### src/rtl/mmu_pkg.sv
// Shared definitions for the matrix-multiply control blocks: state encoding
// and default array geometry used by the scheduler and the rd/wr/weight controllers.
package mmu_pkg;

    localparam int MMU_WIDTH_HEIGHT = 16;
    localparam int MMU_ADDR_WIDTH   = 8;

    localparam logic [2:0] ST_IDLE    = 3'd0;
    localparam logic [2:0] ST_LOAD_W  = 3'd1;
    localparam logic [2:0] ST_WAIT_W  = 3'd2;
    localparam logic [2:0] ST_RUN     = 3'd3;
    localparam logic [2:0] ST_WAIT_WR = 3'd4;
    localparam logic [2:0] ST_NEXT    = 3'd5;
    localparam logic [2:0] ST_FIN     = 3'd6;

    typedef enum logic [2:0] {
        IDLE    = ST_IDLE,
        LOAD_W  = ST_LOAD_W,
        WAIT_W  = ST_WAIT_W,
        RUN     = ST_RUN,
        WAIT_WR = ST_WAIT_WR,
        NEXT    = ST_NEXT,
        FIN     = ST_FIN
    } sched_state_t;

endpackage

### src/rtl/mmu_addr_gen.sv
// Weight / input-data / output base-address registers: loaded from a command,
// advanced by one array height per tile, wrapping modulo 2^ADDR_WIDTH.
module mmu_addr_gen
    import mmu_pkg::*;
#(
    parameter int WIDTH_HEIGHT = MMU_WIDTH_HEIGHT,
    parameter int ADDR_WIDTH   = MMU_ADDR_WIDTH
) (
    input  logic                  clk,
    input  logic                  reset,
    input  logic                  load,
    input  logic                  step,
    input  logic [ADDR_WIDTH-1:0] wt_init,
    input  logic [ADDR_WIDTH-1:0] rd_init,
    input  logic [ADDR_WIDTH-1:0] wr_init,
    output logic [ADDR_WIDTH-1:0] wt_addr,
    output logic [ADDR_WIDTH-1:0] rd_base,
    output logic [ADDR_WIDTH-1:0] wr_base
);

    localparam logic [ADDR_WIDTH-1:0] STEP = ADDR_WIDTH'(WIDTH_HEIGHT);

    // NOTE: sequential state is updated with non-blocking assignments only, so
    // every register sees pre-edge values regardless of statement order.
    always_ff @(posedge clk or posedge reset) begin
        if (reset) begin
            wt_addr <= '0;
            rd_base <= '0;
            wr_base <= '0;
        end else if (load) begin
            wt_addr <= wt_init;
            rd_base <= rd_init;
            wr_base <= wr_init;
        end else if (step) begin
            wt_addr <= wt_addr + STEP;
            rd_base <= rd_base + STEP;
            wr_base <= wr_base + STEP;
        end
    end

endmodule

### src/rtl/mmu_sched.sv
// Tile scheduler for the systolic matrix-multiply unit: runs N tiles of
// weight-load / read / write-wait. Optional watchdog: MMU_SCHED_WATCHDOG_EN.
module mmu_sched
    import mmu_pkg::*;
#(
    parameter int WIDTH_HEIGHT = MMU_WIDTH_HEIGHT,
    parameter int ADDR_WIDTH   = MMU_ADDR_WIDTH,
    parameter int TILE_W       = 8
`ifdef MMU_SCHED_WATCHDOG_EN
    ,
    parameter int WDOG_CYCLES  = 1023
`endif
) (
    input  logic                  clk,
    input  logic                  reset,
    input  logic                  cmd_valid,
    output logic                  cmd_ready,
    input  logic [TILE_W-1:0]     cmd_num_tiles,
    input  logic [ADDR_WIDTH-1:0] cmd_wt_base,
    input  logic [ADDR_WIDTH-1:0] cmd_rd_base,
    input  logic [ADDR_WIDTH-1:0] cmd_wr_base,
    output logic                  wt_active,
    output logic [ADDR_WIDTH-1:0] wt_addr,
    input  logic                  wt_done,
    output logic                  rd_active,
    output logic [ADDR_WIDTH-1:0] rd_base,
    output logic [ADDR_WIDTH-1:0] wr_base,
    input  logic                  wr_done,
    output logic                  busy,
    output logic                  done,
    output logic [TILE_W-1:0]     tile_idx
`ifdef MMU_SCHED_WATCHDOG_EN
    ,
    output logic                  timeout
`endif
);

    sched_state_t      state, next_state;
    logic [TILE_W-1:0] num_tiles;
    logic              accept, step, wdog_hit, last_tile;

    assign last_tile = (tile_idx == num_tiles - TILE_W'(1));

    // NOTE: every signal driven here gets a default first, so no path can
    // leave one unassigned and infer a latch.
    always_comb begin
        next_state = state;
        accept     = 1'b0;
        step       = 1'b0;
        unique case (state)
            IDLE: begin
                if (cmd_valid) begin
                    accept     = 1'b1;
                    next_state = (cmd_num_tiles == '0) ? FIN : LOAD_W;
                end
            end
            LOAD_W:  next_state = WAIT_W;
            WAIT_W: begin
                if (wt_done)       next_state = RUN;
                else if (wdog_hit) next_state = FIN;
            end
            RUN:     next_state = WAIT_WR;
            WAIT_WR: begin
                if (wr_done)       next_state = NEXT;
                else if (wdog_hit) next_state = FIN;
            end
            NEXT: begin
                if (last_tile) begin
                    next_state = FIN;
                end else begin
                    step       = 1'b1;
                    next_state = LOAD_W;
                end
            end
            FIN:     next_state = IDLE;
            default: next_state = IDLE;
        endcase
    end

    // Pulses are registered from next_state so they line up with state entry;
    // the read start alone comes from RUN itself, one cycle after entry.
    always_ff @(posedge clk or posedge reset) begin
        if (reset) begin
            state     <= IDLE;
            cmd_ready <= 1'b1;
            busy      <= 1'b0;
            wt_active <= 1'b0;
            rd_active <= 1'b0;
            done      <= 1'b0;
            num_tiles <= '0;
            tile_idx  <= '0;
        end else begin
            state     <= next_state;
            cmd_ready <= (next_state == IDLE);
            busy      <= (next_state != IDLE);
            wt_active <= (next_state == LOAD_W);
            rd_active <= (state == RUN);
            done      <= (next_state == FIN);
            if (accept) begin
                num_tiles <= cmd_num_tiles;
                tile_idx  <= '0;
            end else if (step) begin
                tile_idx  <= tile_idx + TILE_W'(1);
            end
        end
    end

`ifdef MMU_SCHED_WATCHDOG_EN
    logic [31:0] wdog_cnt;

    assign wdog_hit = (state == WAIT_W || state == WAIT_WR) &&
                      (wdog_cnt == 32'(WDOG_CYCLES - 1));

    always_ff @(posedge clk or posedge reset) begin
        if (reset) begin
            wdog_cnt <= '0;
            timeout  <= 1'b0;
        end else begin
            if (next_state != state)
                wdog_cnt <= '0;
            else if (state == WAIT_W || state == WAIT_WR)
                wdog_cnt <= wdog_cnt + 32'd1;
            if (accept)
                timeout <= 1'b0;
            else if (wdog_hit)
                timeout <= 1'b1;
        end
    end
`else
    assign wdog_hit = 1'b0;
`endif

    mmu_addr_gen #(
        .WIDTH_HEIGHT (WIDTH_HEIGHT),
        .ADDR_WIDTH   (ADDR_WIDTH)
    ) u_addr_gen (
        .clk     (clk),
        .reset   (reset),
        .load    (accept),
        .step    (step),
        .wt_init (cmd_wt_base),
        .rd_init (cmd_rd_base),
        .wr_init (cmd_wr_base),
        .wt_addr (wt_addr),
        .rd_base (rd_base),
        .wr_base (wr_base)
    );

endmodule

### config.mk
export PLATFORM = sky130hd
export DESIGN_NAME = mmu_sched
export DESIGN_NICKNAME = d
export VERILOG_FILES = /design/src/rtl/mmu_pkg.sv /design/src/rtl/mmu_addr_gen.sv /design/src/rtl/mmu_sched.sv
export SDC_FILE = /design/constraint.sdc
export NUM_CORES = 1
export LEC_CHECK = 0
export ABC_AREA = 0
export BUFFER_PORTS_ARGS = -buffer_cell sky130_fd_sc_hd__buf_2
export CORE_MARGIN = 3
export CORE_UTILIZATION = 51
export CTS_CLUSTER_SIZE = 40
export DETAILED_ROUTE_END_ITERATION = 12
export GPL_ROUTABILITY_DRIVEN = 0
export PLACE_DENSITY = 0.79
export RECOVER_POWER = 100
export SYNTH_ARGS = -nofsm -noshare
export SYNTH_HDL_FRONTEND = slang
export SYNTH_SLANG_ARGS = --single-unit
### constraint.sdc
create_clock -name clk -period 2.7 [get_ports clk]
set_input_delay 0.54 -clock clk [delete_from_list [all_inputs] [get_ports clk]]
set_output_delay 0.54 -clock clk [all_outputs]
set_load 0.005 [all_outputs]
## Yosys cells after proc, flatten, opt, wreduce, memory -nomap -nowiden

Index checks and enable logic that the tools add are counted.

- Output and inout bits: 37
- Bits of input ports: 37
- Flip-flop bits (word level): 48
- Logic and storage cells: 47

- Add/sub/neg operators: 5
- Mux-type cells: 18
- Equality and inequality tests: 8
- Reduce and logical (&&, ||, !) cells: 5

Operators with widths:

| operator | count |
|---|---|
| two-way mux 8 bit | 8 |
| adder 8 x 5 -> 8 bit (second input constant) | 3 |
| one-hot mux 3 bit (6 select lines) | 1 |
| two-way mux 3 bit | 5 |
| equality test 3 bit (second input constant) | 3 |
| adder 8 x 1 -> 8 bit (second input constant) | 1 |
| equality test 8 bit | 1 |
| logical NOT 8 bit | 1 |
| subtractor 8 x 1 -> 8 bit (second input constant) | 1 |
| equality test 3 x 1 -> 1 bit (second input constant) | 2 |
| equality test 3 x 2 -> 1 bit (second input constant) | 2 |
| logical NOT 3 bit | 2 |
| two-way mux 1 bit | 4 |
| nonzero test 3 bit | 1 |
| nonzero test 2 bit | 1 |

## Depth between registers and ports, before layout

Gate-level depths: netlist of run 1.

- Depth after elaboration: 6
- Depth in mapped cells: 9
- Depth with buffers taken out: 8

## By module

Synthesis of run 1 repeated with hierarchy kept, for this count alone.

- Cells, all modules: 244
- Area, all modules: 2,521.2 sq um

By module, submodules not included:

| module | cells each | instances | sequential area each (sq um) | area each (sq um) |
|---|---|---|---|---|
| mmu_sched | 160 | 1 | 601.8 | 1,448.9 |
| mmu_addr_gen | 84 | 1 | 600.6 | 1,072.3 |

## Worst setup path before layout of run 1

Ideal clock, no wire load.

- Path kind: register to register
- Start: register num_tiles[0]
- End: register tile_idx[5]
- Setup time: 0.078 ns
- Required time: 2.622 ns
- Path slack: 0.523 ns
- Data arrival time: 2.099 ns
- Cell stages (with the launch flop): 10
- Buffers on the path: 1
- Clock period less this slack: 2.177 ns
- Path through: dfrtp_1 -> inv_1 -> ha_1 -> nor3b_1 -> xnor2_1 -> a2111oi_4 -> and3_1 -> buf_6 -> or4_1 -> a21oi_1

- Cells in the longest elaborated chain, start to end: 5

RTL lines:

| what | line | text |
|---|---|---|
| from (decl) | mmu_sched.sv:39 | `logic [TILE_W-1:0] num_tiles;` |
| from (signal assigned) | mmu_sched.sv:100 | `num_tiles <= cmd_num_tiles;` |
| subtractor 8 x 1 -> 8 bit | mmu_sched.sv:42 | `assign last_tile = (tile_idx == num_tiles - TILE_W'(1));` |
| equality test 8 bit | mmu_sched.sv:42 |  |
| two-way mux 1 bit | mmu_sched.sv:68 | `if (last_tile) begin` |
| two-way mux 1 bit | mmu_sched.sv:50 | `unique case (state)` |
| nonzero test 2 bit (no line) | n/a |  |
| to (signal assigned) | mmu_sched.sv:103 | `tile_idx <= tile_idx + TILE_W'(1);` |
| to (decl) | mmu_sched.sv:31 | `output logic [TILE_W-1:0] tile_idx` |

Every way passes these cells.
A chain may end at the register's enable or synchronous reset.

## Final worst setup path of run 1

- Start: register num_tiles[0]
- End: register tile_idx[6]

The elaborated chain is that of the path after synthesis.

==> summary.md, run 1 <==
| Metric | Value |
|---|---|
| TritonRoute pass-1 iters | 4 |
| Post-synth EDFFs | 0 |
| Final #Nets | 379 |
| Initial core utilization | 0.5411 |
| Grt total ovfl | 0 |
| Row count | 24 |
| Final Util | 0.6465 |
| Gr usage total | 0.2066 |
| RSZ-0062 raised after global routing | no |
| Chip height | 74.90 microns |
| Post-CTS Setup Repair Bufs | 0 |
| Initial DRC count | 121 |
| Layout cells sized above 1 | 0.1923 |
| Mapped Cells | 264 |
| Final WL | 5.506 mm |
| Dpl hpwl | 4.004 mm |
| Io pins | 74 |
| Delay-heaviest family, CP | simple AND/OR/NAND/NOR gates |
| CTS buffer count | 5 |
| Pwr/cell area | 1020 nW/um^2 |
| Seq/Total Area, Yosys | 0.4966 |
| Post-route ant nets | 0 |
| Fmax | 408.3 MHz |
| Final Hold Viols | 0 |
| Largest net degree at the start of global routing | 43 |
| Worst setup SP type | register |
| Syn-to-layout area delta | 19.48% |
| Initial antenna violation count | 0 |
| Top cells by area, synth | dfrtp_1 49%, nand2_1 12%, xnor2_1 4.7%, ha_1 2.6%, o21ai_0 2.5% |
| Violated checks | max-capacitance violations, max-slew violations |
| Mean Syn Cell Area | 9.171 sq um |
| VDD IR max | 0.0004988 V |
| CTS tree | built |
| Clock Root Buffer | clkbuf_8 |
| DRC violations left | 0 |
| Antenna fix cells | 0 |
| First-pass GRT wire length | 8.866 mm |
| Yosys warns | 0 |
| Skew-Pair Late Insertion Delay | 300 ps |
| Ys async rst share | 1.000 |
| Die W | 74.90 microns |
| CP Class | reg -> reg |
| Clk_skew | 3.395 ps |
| Crit Path Max Fanout | 7 |
| Total clock sinks | 48 |
| Vias per std cell | 5.344 |
| Leakage | 1.386 nW |
| Finished Layout Cells | 390 |
| Crit-path slowest cell | a2111oi_4 |
| DR WL/cell | 14.12 microns |
| Relative slew slack | -0.05305 |
| WP buf/inv | 1 |
| Vias in the first global route | 1968 |
| Die ar. | 5610 sq um |
| Cells along the critical path | inv_1, ha_1, nor3b_1, xnor2_1, a2111oi_4, and3_1, or4_1, a21oi_1 |
| Clock slew at reported path FFs | 80 ps |
| Min cycle time layout | 2449 ps |
| Placed cells | 382 |
| Cell variety after synth | 43 |
| Worst EP required | 2840 ps |
| Crit path DAT | 2590 ps |
| Final Max Tran Viols | 43 |
| Core area | 4474 sq um |
| CTS Hold Bufs | 0 |
| Top_reg_cell synth | dfrtp_1 |
| PortBufs | 73 |
| Final setup fails | 0 |
| Fin Setup TNS | 0 ps |
| Worst Hold Class | in -> reg |
| CP peak stage delay | 550 ps |
| Crit share post-route | 0.9070 |
| Outcome | finished with violations |
| Worst-margin pin slew | 1578 ps |
| Register bit total from synthesis | 48 |
| Dominant cell type by area after synthesis | dfrtp_1 |
| CP Capture Type | register |
| Synth Net Count | 306 |
| Max cap viols | 1 |
| Vias | 2084 |
| Top-area cell type share of the netlist area | 0.4858 |
| Clk buf depth | 2 |
| Mapped Area | 2421 sq um |
| H-tree levels | 2 |
-- where the power goes --
part	total, W	switching, W	leakage, nW	internal, W
registers	0.00129	0.000282	0.598	0.00100
logic	0.00123	0.000686	0.742	0.000540
clock network	0.000439	0.000229	0.0455	0.000209
-- cells by family after synthesis --
family	share of synthesized area
buf+inv	0.03463
fa+ha+maj	0.02584
compound gates	0.1292
simple gates	0.2362
flops	0.4966
xor+xnor	0.06512
mux	0.01240
-- cell usage in the layout, fill, tap and decap left out, types with 7 or more instances in the layout --
cell	synthesis	routed
inv_1	8	8
a21oi_1	7	7
nor2_1	13	13
a31oi_1	7	7
dfrtp_1	47	47
nand2_1	79	79
nand3_1	10	10
buf_2	1	50
clkbuf_1	10	26
o21ai_0	12	12
xnor2_1	13	13
-- worst paths after layout --
path	startpoint	endpoint	slack [ps]	depth (start not counted)
worst max register to register	num_tiles[0]	tile_idx[6]	250	8
worst min-delay path	cmd_rd_base[0]	u_addr_gen.rd_base[0]	420	3
max in group asynchronous	reset	u_addr_gen.wt_addr[7]	1010	3
worst max-delay path	num_tiles[0]	tile_idx[6]	250	8
min in group asynchronous	reset	num_tiles[2]	710	2
worst min register to register	u_addr_gen.rd_base[3]	u_addr_gen.rd_base[3]	480	2
-- sequential cells by signal, summed over array words and instances, names as in the netlist --
| signal | flops |
|---|---|
| num_tiles | 8 |
| busy | 1 |
| u_addr_gen.wr_base | 8 |
| rd_active | 1 |
| tile_idx | 8 |
| u_addr_gen.wt_addr | 8 |
| cmd_ready | 1 |
| wt_active | 1 |
| state | 3 |
| done | 1 |
| u_addr_gen.rd_base | 8 |
-- Yosys cell counts (3+ instances only) --
| cell | count |
|---|---|
| nand2_1 | 79 |
| dfrtp_1 | 47 |
| nor2_1 | 13 |
| xnor2_1 | 13 |
| o21ai_0 | 12 |
| clkbuf_1 | 10 |
| nand3_1 | 10 |
| inv_1 | 8 |
| a21oi_1 | 7 |
| a31oi_1 | 7 |
| ha_1 | 5 |
| nor3_1 | 5 |
| xor2_1 | 5 |
| or3_1 | 4 |
| mux2i_1 | 3 |
| o22ai_1 | 3 |
-- cell type report --
type	count	area, sq um
clock buffer	8	90.09
fill	403	1582
inverter	8	30.03
multi-input combinational	196	1142
sequential	48	1202
tap	52	65.06
timing repair buffer	78	362.8
-- worst reg2reg max path, cell delays in order, from the launching register on --
cell and delay, ps:
dfrtp_1 420, inv_1 100, ha_1 200, nor3b_1 250, xnor2_1 170, a2111oi_4 550
and3_1 380, or4_1 160, a21oi_1 60
-- stage by stage --
| stage | setup slack [ps] | instance area [sq um] | total power [W] | hold slack [ps] |
|---|---|---|---|---|
| after floorplan | 522.6 | 2421 | 0.002120 | 466.8 |
| after CTS | 237.6 | 2932 | 0.002997 | 416.3 |
| after global placement | 394.0 | 2841 | 0.002506 | 452.9 |
| after detailed placement | 273.7 | 2841 | 0.002563 | 457.1 |
| after global routing | 31.29 | 2893 | 0.003211 | 421.5 |
| final | 251.1 | 2893 | 0.002950 | 423.3 |
-- routing by layer --
layer  up-vias  GRT usage  share of wire
met5         -          0              0
met4         0    0.07905          0.018
met3         8    0.05207          0.050
met2        61     0.3327           0.47
met1       969     0.2684           0.46
li1       1046          -              -
-- what timing repair did --
item,CTS,global route
endpoints found under the setup margin,0,1
endpoints found under the hold margin,0,0
resized for setup,0,1
Power figures use the tool's default switching activity.
==> run 2: changes to the inputs <==
--- a/config.mk
+++ b/config.mk
@@ -8,11 +8,12 @@
 export ABC_AREA = 0
 export BUFFER_PORTS_ARGS = -buffer_cell sky130_fd_sc_hd__buf_2
 export CORE_MARGIN = 3
-export CORE_UTILIZATION = 51
+export CORE_UTILIZATION = 53
+export CTS_BUF_LIST = sky130_fd_sc_hd__clkbuf_4
 export CTS_CLUSTER_SIZE = 40
 export DETAILED_ROUTE_END_ITERATION = 12
 export GPL_ROUTABILITY_DRIVEN = 0
-export PLACE_DENSITY = 0.79
+export PLACE_DENSITY = 0.82
 export RECOVER_POWER = 100
 export SYNTH_ARGS = -nofsm -noshare
 export SYNTH_HDL_FRONTEND = slang
==> summary.md, run 2 (synthesized netlist as in run 1, its figures left out) <==
| Metric | Value |
|---|---|
| Clk buf depth | 2 (unchanged) |
| PortBufs | 73 (unchanged) |
| Final Max Tran Viols | 49 (+14%) |
| RSZ-0062 raised after global routing | no |
| Syn-to-layout area delta | 18.14% |
| Worst-margin pin slew | 2060 ps (+482.4 ps) |
| Pwr/cell area | 990.9 nW/um^2 (-2.8%) |
| Vias | 2117 (+1.6%) |
| CP Capture Type | register |
| CTS tree | built |
| Initial antenna violation count | 0 (unchanged) |
| Skew-Pair Late Insertion Delay | 370 ps (+70 ps) |
| Sequential share of power | 0.454 (+0.018) |
| Relative slew slack | -0.3735 (-0.3205) |
| CTS buffer count | 5 (unchanged) |
| Die W | 73.59 microns (-1.8%) |
| DR WL/cell | 14.31 microns (+1.3%) |
| Die ar. | 5415 sq um (-3.5%) |
| Pre-CTS setup slack | 218.8 ps (-54.97 ps) |
| Leakage | 1.399 nW (+0.94%) |
| Clk_skew | 11.44 ps (+8.047 ps) |
| Vias per std cell | 5.484 (+2.6%) |
| Dpl hpwl | 4.048 mm (+1.1%) |
| H-tree levels | 2 (unchanged) |
| Clock share of power | 0.107 (-0.042) |
| Fin Setup TNS | 0 ps (unchanged) |
| Switch Pwr | 0.001193 W (-0.35%) |
| Fmax | 411.8 MHz (+0.83%) |
| Initial DRC count | 215 (+78%) |
| Largest net degree at the start of global routing | 49 (+14%) |
| Antenna fix cells | 0 (unchanged) |
| Hold path cells | 3 (unchanged) |
| Crit share post-route | 0.8995 (-0.007506) |
| First-pass GRT wire length | 9.301 mm (+4.9%) |
| Crit path DAT | 2720 ps (+130 ps) |
| Final WL | 5.523 mm (+0.31%) |
| Final #Nets | 378 (-0.26%) |
| Layout cells sized above 1 | 0.2143 (+0.02198) |
| Grt total ovfl | 0 (unchanged) |
| Violated checks | max-capacitance violations, max-slew violations |
| Number of filler instances in the final layout | 369 (-8.4%) |
| Worst EP required | 2990 ps (+150 ps) |
| Design Power | 0.002834 W (-3.9%) |
| Post-route ant nets | 0 (unchanged) |
| DRC violations left | 0 (unchanged) |
| Post-CTS Setup Repair Bufs | 0 (unchanged) |
| Reg2reg path depth | 8 (unchanged) |
| Outcome | finished with violations |
| VDD IR max | 0.0004422 V (-11%) |
| Gr usage total | 0.2224 (+0.01581) |
| Max cap viols | 1 (unchanged) |
| Chip height | 73.59 microns (-1.8%) |
| Final setup fails | 0 (unchanged) |
| Combinational Power Share | 0.439 (+0.024) |
| TritonRoute pass-1 iters | 4 (unchanged) |
| Total clock sinks | 48 (unchanged) |
| Row count | 23 (-4.2%) |
| Min cycle time layout | 2429 ps (-20.27 ps) |
| Worst Hold Class | in -> reg |
| CP Class | reg -> reg |
| Io pins | 74 (unchanged) |
| Final Hold Viols | 0 (unchanged) |
| Worst setup SP type | register |
| Core area | 4202 sq um (-6.1%) |
| Most frequent cells in the layout | 79 x nand2_1, 56 x buf_2, 47 x dfrtp_1, 17 x clkbuf_1 |
| Initial core utilization | 0.5762 (+0.03513) |
| Int Pwr | 0.001641 W (-6.4%) |
| Sw Share | 0.4210 (+0.01512) |
| Clock Root Buffer | clkbuf_4 |
| Fin worst setup slack | 271.4 ps (+20.27 ps) |
| Clock slew at reported path FFs | 130 ps (+50 ps) |
| Vias in the first global route | 2001 (+1.7%) |
| Crit Path Max Fanout | 7 (unchanged) |
| Commonest non-fill, non-tap cell in the layout | nand2_1 |
run 2: final timing paths:
check / start / to / slack [ps]
max: num_tiles[0] / tile_idx[3] / 270
min: cmd_wt_base[0] / u_addr_gen.wt_addr[0] / 350
max reg2reg: num_tiles[0] / tile_idx[3] / 270
min reg2reg: u_addr_gen.wr_base[1] / u_addr_gen.wr_base[1] / 490
max in group asynchronous: reset / u_addr_gen.wr_base[0] / 530
min in group asynchronous: reset / u_addr_gen.rd_base[1] / 1000
run 2: layer usage:
metal,GRT usage,share of wire,up-vias
met5,0,0,-
met4,0.08048,0.012,0
met3,0.04925,0.053,7
met2,0.3474,0.49,60
met1,0.3043,0.45,1005
li1,-,-,1045
run 2: final cells by class:
class / instances / area, sq um / share of cell area
clock buffers: 5 / 37.54 / 0.01312
repair buffers: 77 / 376.6 / 0.1317
flip-flops and latches: 48 / 1202 / 0.4204
clock inverters: 2 / 7.507 / 0.002625
multi-input cells: 196 / 1144 / 0.3998
well taps: 50 / 62.56 / 0.02187
inverters: 8 / 30.03 / 0.01050
run 2: per-stage QoR:
stage | cells | util | instance area (sq um) | hold WS (ps)
2_1_floorplan | 264 | - | 2421 | 466.8
3_3_place_gp | 379 | 0.6769 | 2844 | 452.4
6_report | 386 | 0.6808 | 2860 | 349.0
3_5_place_dp | 379 | 0.6769 | 2844 | 457.4
5_1_grt | 386 | 0.6808 | 2860 | 339.9
4_1_cts | 386 | 0.6876 | 2889 | 184.5
run 2: what timing repair did:
action	CTS	global route
hold buffers	0	0
endpoints found under the setup margin	0	4
gates resized for setup	0	1
hold endpoints to repair	0	0
run 2: power by group through the flow:
stage	clock, W	sequential (W)	combinational (W)
2_1_floorplan	0	0.00124	0.000878
4_1_cts	0.000312	0.00128	0.00128
5_1_grt	0.000341	0.00133	0.00142
3_5_place_dp	0	0.00130	0.00127
3_3_place_gp	0	0.00128	0.00122
6_report	0.000304	0.00129	0.00124
run 2: worst max-delay path, stage by stage (launching register included):
cell       delay (ps)
dfrtp_1           440
inv_1              90
ha_1              190
nor3b_1           250
xnor2_1           170
a2111oi_4         490
a31oi_2           300
nand4_1           200
mux2i_1           220
==> run 3: changes to the inputs <==
--- a/config.mk
+++ b/config.mk
@@ -14,7 +14,6 @@
 export DETAILED_ROUTE_END_ITERATION = 12
 export GPL_ROUTABILITY_DRIVEN = 0
 export PLACE_DENSITY = 0.82
-export RECOVER_POWER = 100
 export SYNTH_ARGS = -nofsm -noshare
 export SYNTH_HDL_FRONTEND = slang
 export SYNTH_SLANG_ARGS = --single-unit
==> summary.md, run 3 (synthesized netlist as in run 1, its figures left out) <==
| Metric | Value |
|---|---|
| Outcome | complete, no violations |
| Met1 wire length | 2.329 mm (-5.7%) |
| Grt total ovfl | 0 (unchanged) |
| CTS buffer count | 5 (unchanged) |
| Fin Setup TNS | 0 ps (unchanged) |
| Io pins | 74 (unchanged) |
| Final Max Tran Viols | 0 (-100%) |
| CP peak stage delay | 490 ps (about the same) |
| Core area | 4202 sq um (unchanged) |
| Skew-Pair Late Insertion Delay | 370 ps (about the same) |
| Max cap viols | 0 (-1) |
| Die ar. | 5415 sq um (unchanged) |
| Met2 WL | 2.722 mm (+1.0%) |
| Vias per std cell | 5.474 (-0.19%) |
| DRC violations left | 0 (unchanged) |
| Clk_skew | 11.80 ps (+0.3560 ps) |
| DR top layer | met4 |
| DR WL/cell | 14.21 microns (-0.71%) |
| Syn-to-layout area delta | 19.69% |
| Sequential share of power | 0.449 (-0.005) |
| Int Pwr | 0.001668 W (+1.7%) |
| Largest net degree at the start of global routing | 49 (unchanged) |
| CTS tree | built |
| Final #Nets | 378 (unchanged) |
| Switch Pwr | 0.001189 W (-0.33%) |
| TritonRoute pass-1 iters | 4 (unchanged) |
| Commonest non-fill, non-tap cell in the layout | nand2_1 |
| CP Capture Type | register |
| Final Hold Viols | 0 (unchanged) |
| Total clock sinks | 48 (unchanged) |
| Post-route ant nets | 0 (unchanged) |
| Sw Share | 0.4162 (-0.004856) |
| RSZ-0062 raised after global routing | no |
| CP Class | reg -> reg |
| Antenna fix cells | 0 (unchanged) |
| First-pass GRT wire length | 9.301 mm (unchanged) |
| Worst Hold Class | in -> async |
| Final Util | 0.6897 (+0.008934) |
| PortBufs | 73 (unchanged) |
| Worst-margin pin slew | 688.0 ps (-1372 ps) |
| Vias | 2113 (-0.19%) |
| Dpl hpwl | 4.048 mm (unchanged) |
| Die W | 73.59 microns (unchanged) |
| Clk buf depth | 2 (unchanged) |
| Initial DRC count | 213 (-0.93%) |
| Most frequent cells in the layout | 79 x nand2_1, 73 x buf_2, 47 x dfrtp_1, 13 x nor2_1, 13 x xnor2_1 |
| Combinational Power Share | 0.444 (+0.005) |
| Clock Root Buffer | clkbuf_4 |
| Initial core utilization | 0.5762 (unchanged) |
| Min cycle time layout | 2417 ps (-11.25 ps) |
| Final WL | 5.484 mm (-0.71%) |
| Post-CTS Setup Repair Bufs | 0 (unchanged) |
| Relative slew slack | 0.5381 (+0.9116) |
| Leakage | 1.456 nW (+4.1%) |
| Crit Path Max Fanout | 7 (unchanged) |
| Clock share of power | 0.106 (about the same) |
| Worst setup SP type | register |
| Layout cells sized above 1 | 0.2738 (+0.05952) |
| Row count | 23 (unchanged) |
| Crit share post-route | 0.8953 (-0.004166) |
| Crit-path slowest cell | a2111oi_4 |
| Chip height | 73.59 microns (unchanged) |
| WL met3 | 371 microns (+26%) |
| Initial antenna violation count | 0 (unchanged) |
| Clock slew at reported path FFs | 130 ps (about the same) |
| Pwr/cell area | 986.2 nW/um^2 (-0.47%) |
| Number of filler instances in the final layout | 358 (-3.0%) |
| Gr usage total | 0.2224 (unchanged) |
| Vias in the first global route | 2001 (unchanged) |
| Worst EP required | 3000 ps (about the same) |
| CTS Hold Bufs | 0 (unchanged) |
| Crit path DAT | 2710 ps (about the same) |
| Final setup fails | 0 (unchanged) |
| VDD IR max | 0.0004418 V (-0.10%) |
| H-tree levels | 2 (unchanged) |
| Cells along the critical path | inv_1, ha_1, nor3b_1, xnor2_1, a2111oi_4, a31oi_2, nand4_1, mux2i_1 |
| Fmax | 413.7 MHz (+0.47%) |
run 3: cell count changes in the layout (fill, tap and decap cells not counted), sizes merged:
cell	change
clkbuf	-18
dlymetal6s4s	-1
buf	+19
run 3: power groups by stage:
stage / Clock [W] / Sequential [W] / Combinational (W)
floorplan: 0 / 0.00124 / 0.000878
global placement: 0 / 0.00128 / 0.00122
global route: 0.000341 / 0.00133 / 0.00145
CTS: 0.000312 / 0.00128 / 0.00128
finish: 0.000304 / 0.00128 / 0.00127
detailed placement: 0 / 0.00130 / 0.00127
run 3: what timing repair did:
| action | CTS | global route |
|---|---|---|
| resized for setup | 0 | 1 |
| setup endpoints to repair | 0 | 4 |
| hold endpoints to repair | 0 | 0 |
run 3: final cells by class:
class | instances | area [sq um] | area share
clock inverters | 2 | 7.507 | 0.002591
flip-flops and latches | 48 | 1202 | 0.4149
well taps | 50 | 62.56 | 0.02159
repair buffers | 77 | 407.9 | 0.1408
multi-input cells | 196 | 1150 | 0.3968
inverters | 8 | 30.03 | 0.01036
clock buffers | 5 | 37.54 | 0.01295
run 3: worst max-delay path: cells and delay by family (launching register included):
kind	cells	cell delay (ps)
compound gates	2	790
simple gates	2	450
flops	1	440
mux	1	220
fa+ha+maj	1	190
xor+xnor	1	170
buf+inv	1	90
run 3: metal layers:
metal | vias to the layer above | track usage
met3 | 7 | 0.04925
met5 | - | 0
met4 | 0 | 0.08048
met1 | 986 | 0.3043
met2 | 74 | 0.3474
li1 | 1046 | -
run 3: path summary, 6_finish.rpt:
kind                                             from  slack (ps)  cells past startpoint               endpoint
worst max-delay path                     num_tiles[0]         280                      8            tile_idx[3]
worst min-delay path                            reset         180                      3  u_addr_gen.wt_addr[1]
worst max register to register           num_tiles[0]         280                      8            tile_idx[3]
worst min register to register  u_addr_gen.wr_base[0]         490                      2  u_addr_gen.wr_base[0]
max in group asynchronous                       reset        2240                      3              cmd_ready
min in group clk                       cmd_wt_base[0]         350                      3  u_addr_gen.wt_addr[0]
run 3: per-stage QoR:
| step | hold WS [ps] | setup WS [ps] | instance area (sq um) | power, W | instances |
|---|---|---|---|---|---|
| 2_1_floorplan | 466.8 | 522.6 | 2421 | 0.002120 | 264 |
| 3_3_place_gp | 452.4 | 385.3 | 2844 | 0.002502 | 379 |
| 3_5_place_dp | 457.4 | 218.8 | 2844 | 0.002573 | 379 |
| 4_1_cts | 184.5 | 172.1 | 2889 | 0.002873 | 386 |
| 5_1_grt | 190.3 | 22.53 | 2898 | 0.003120 | 386 |
| 6_report | 184.6 | 282.6 | 2898 | 0.002858 | 386 |
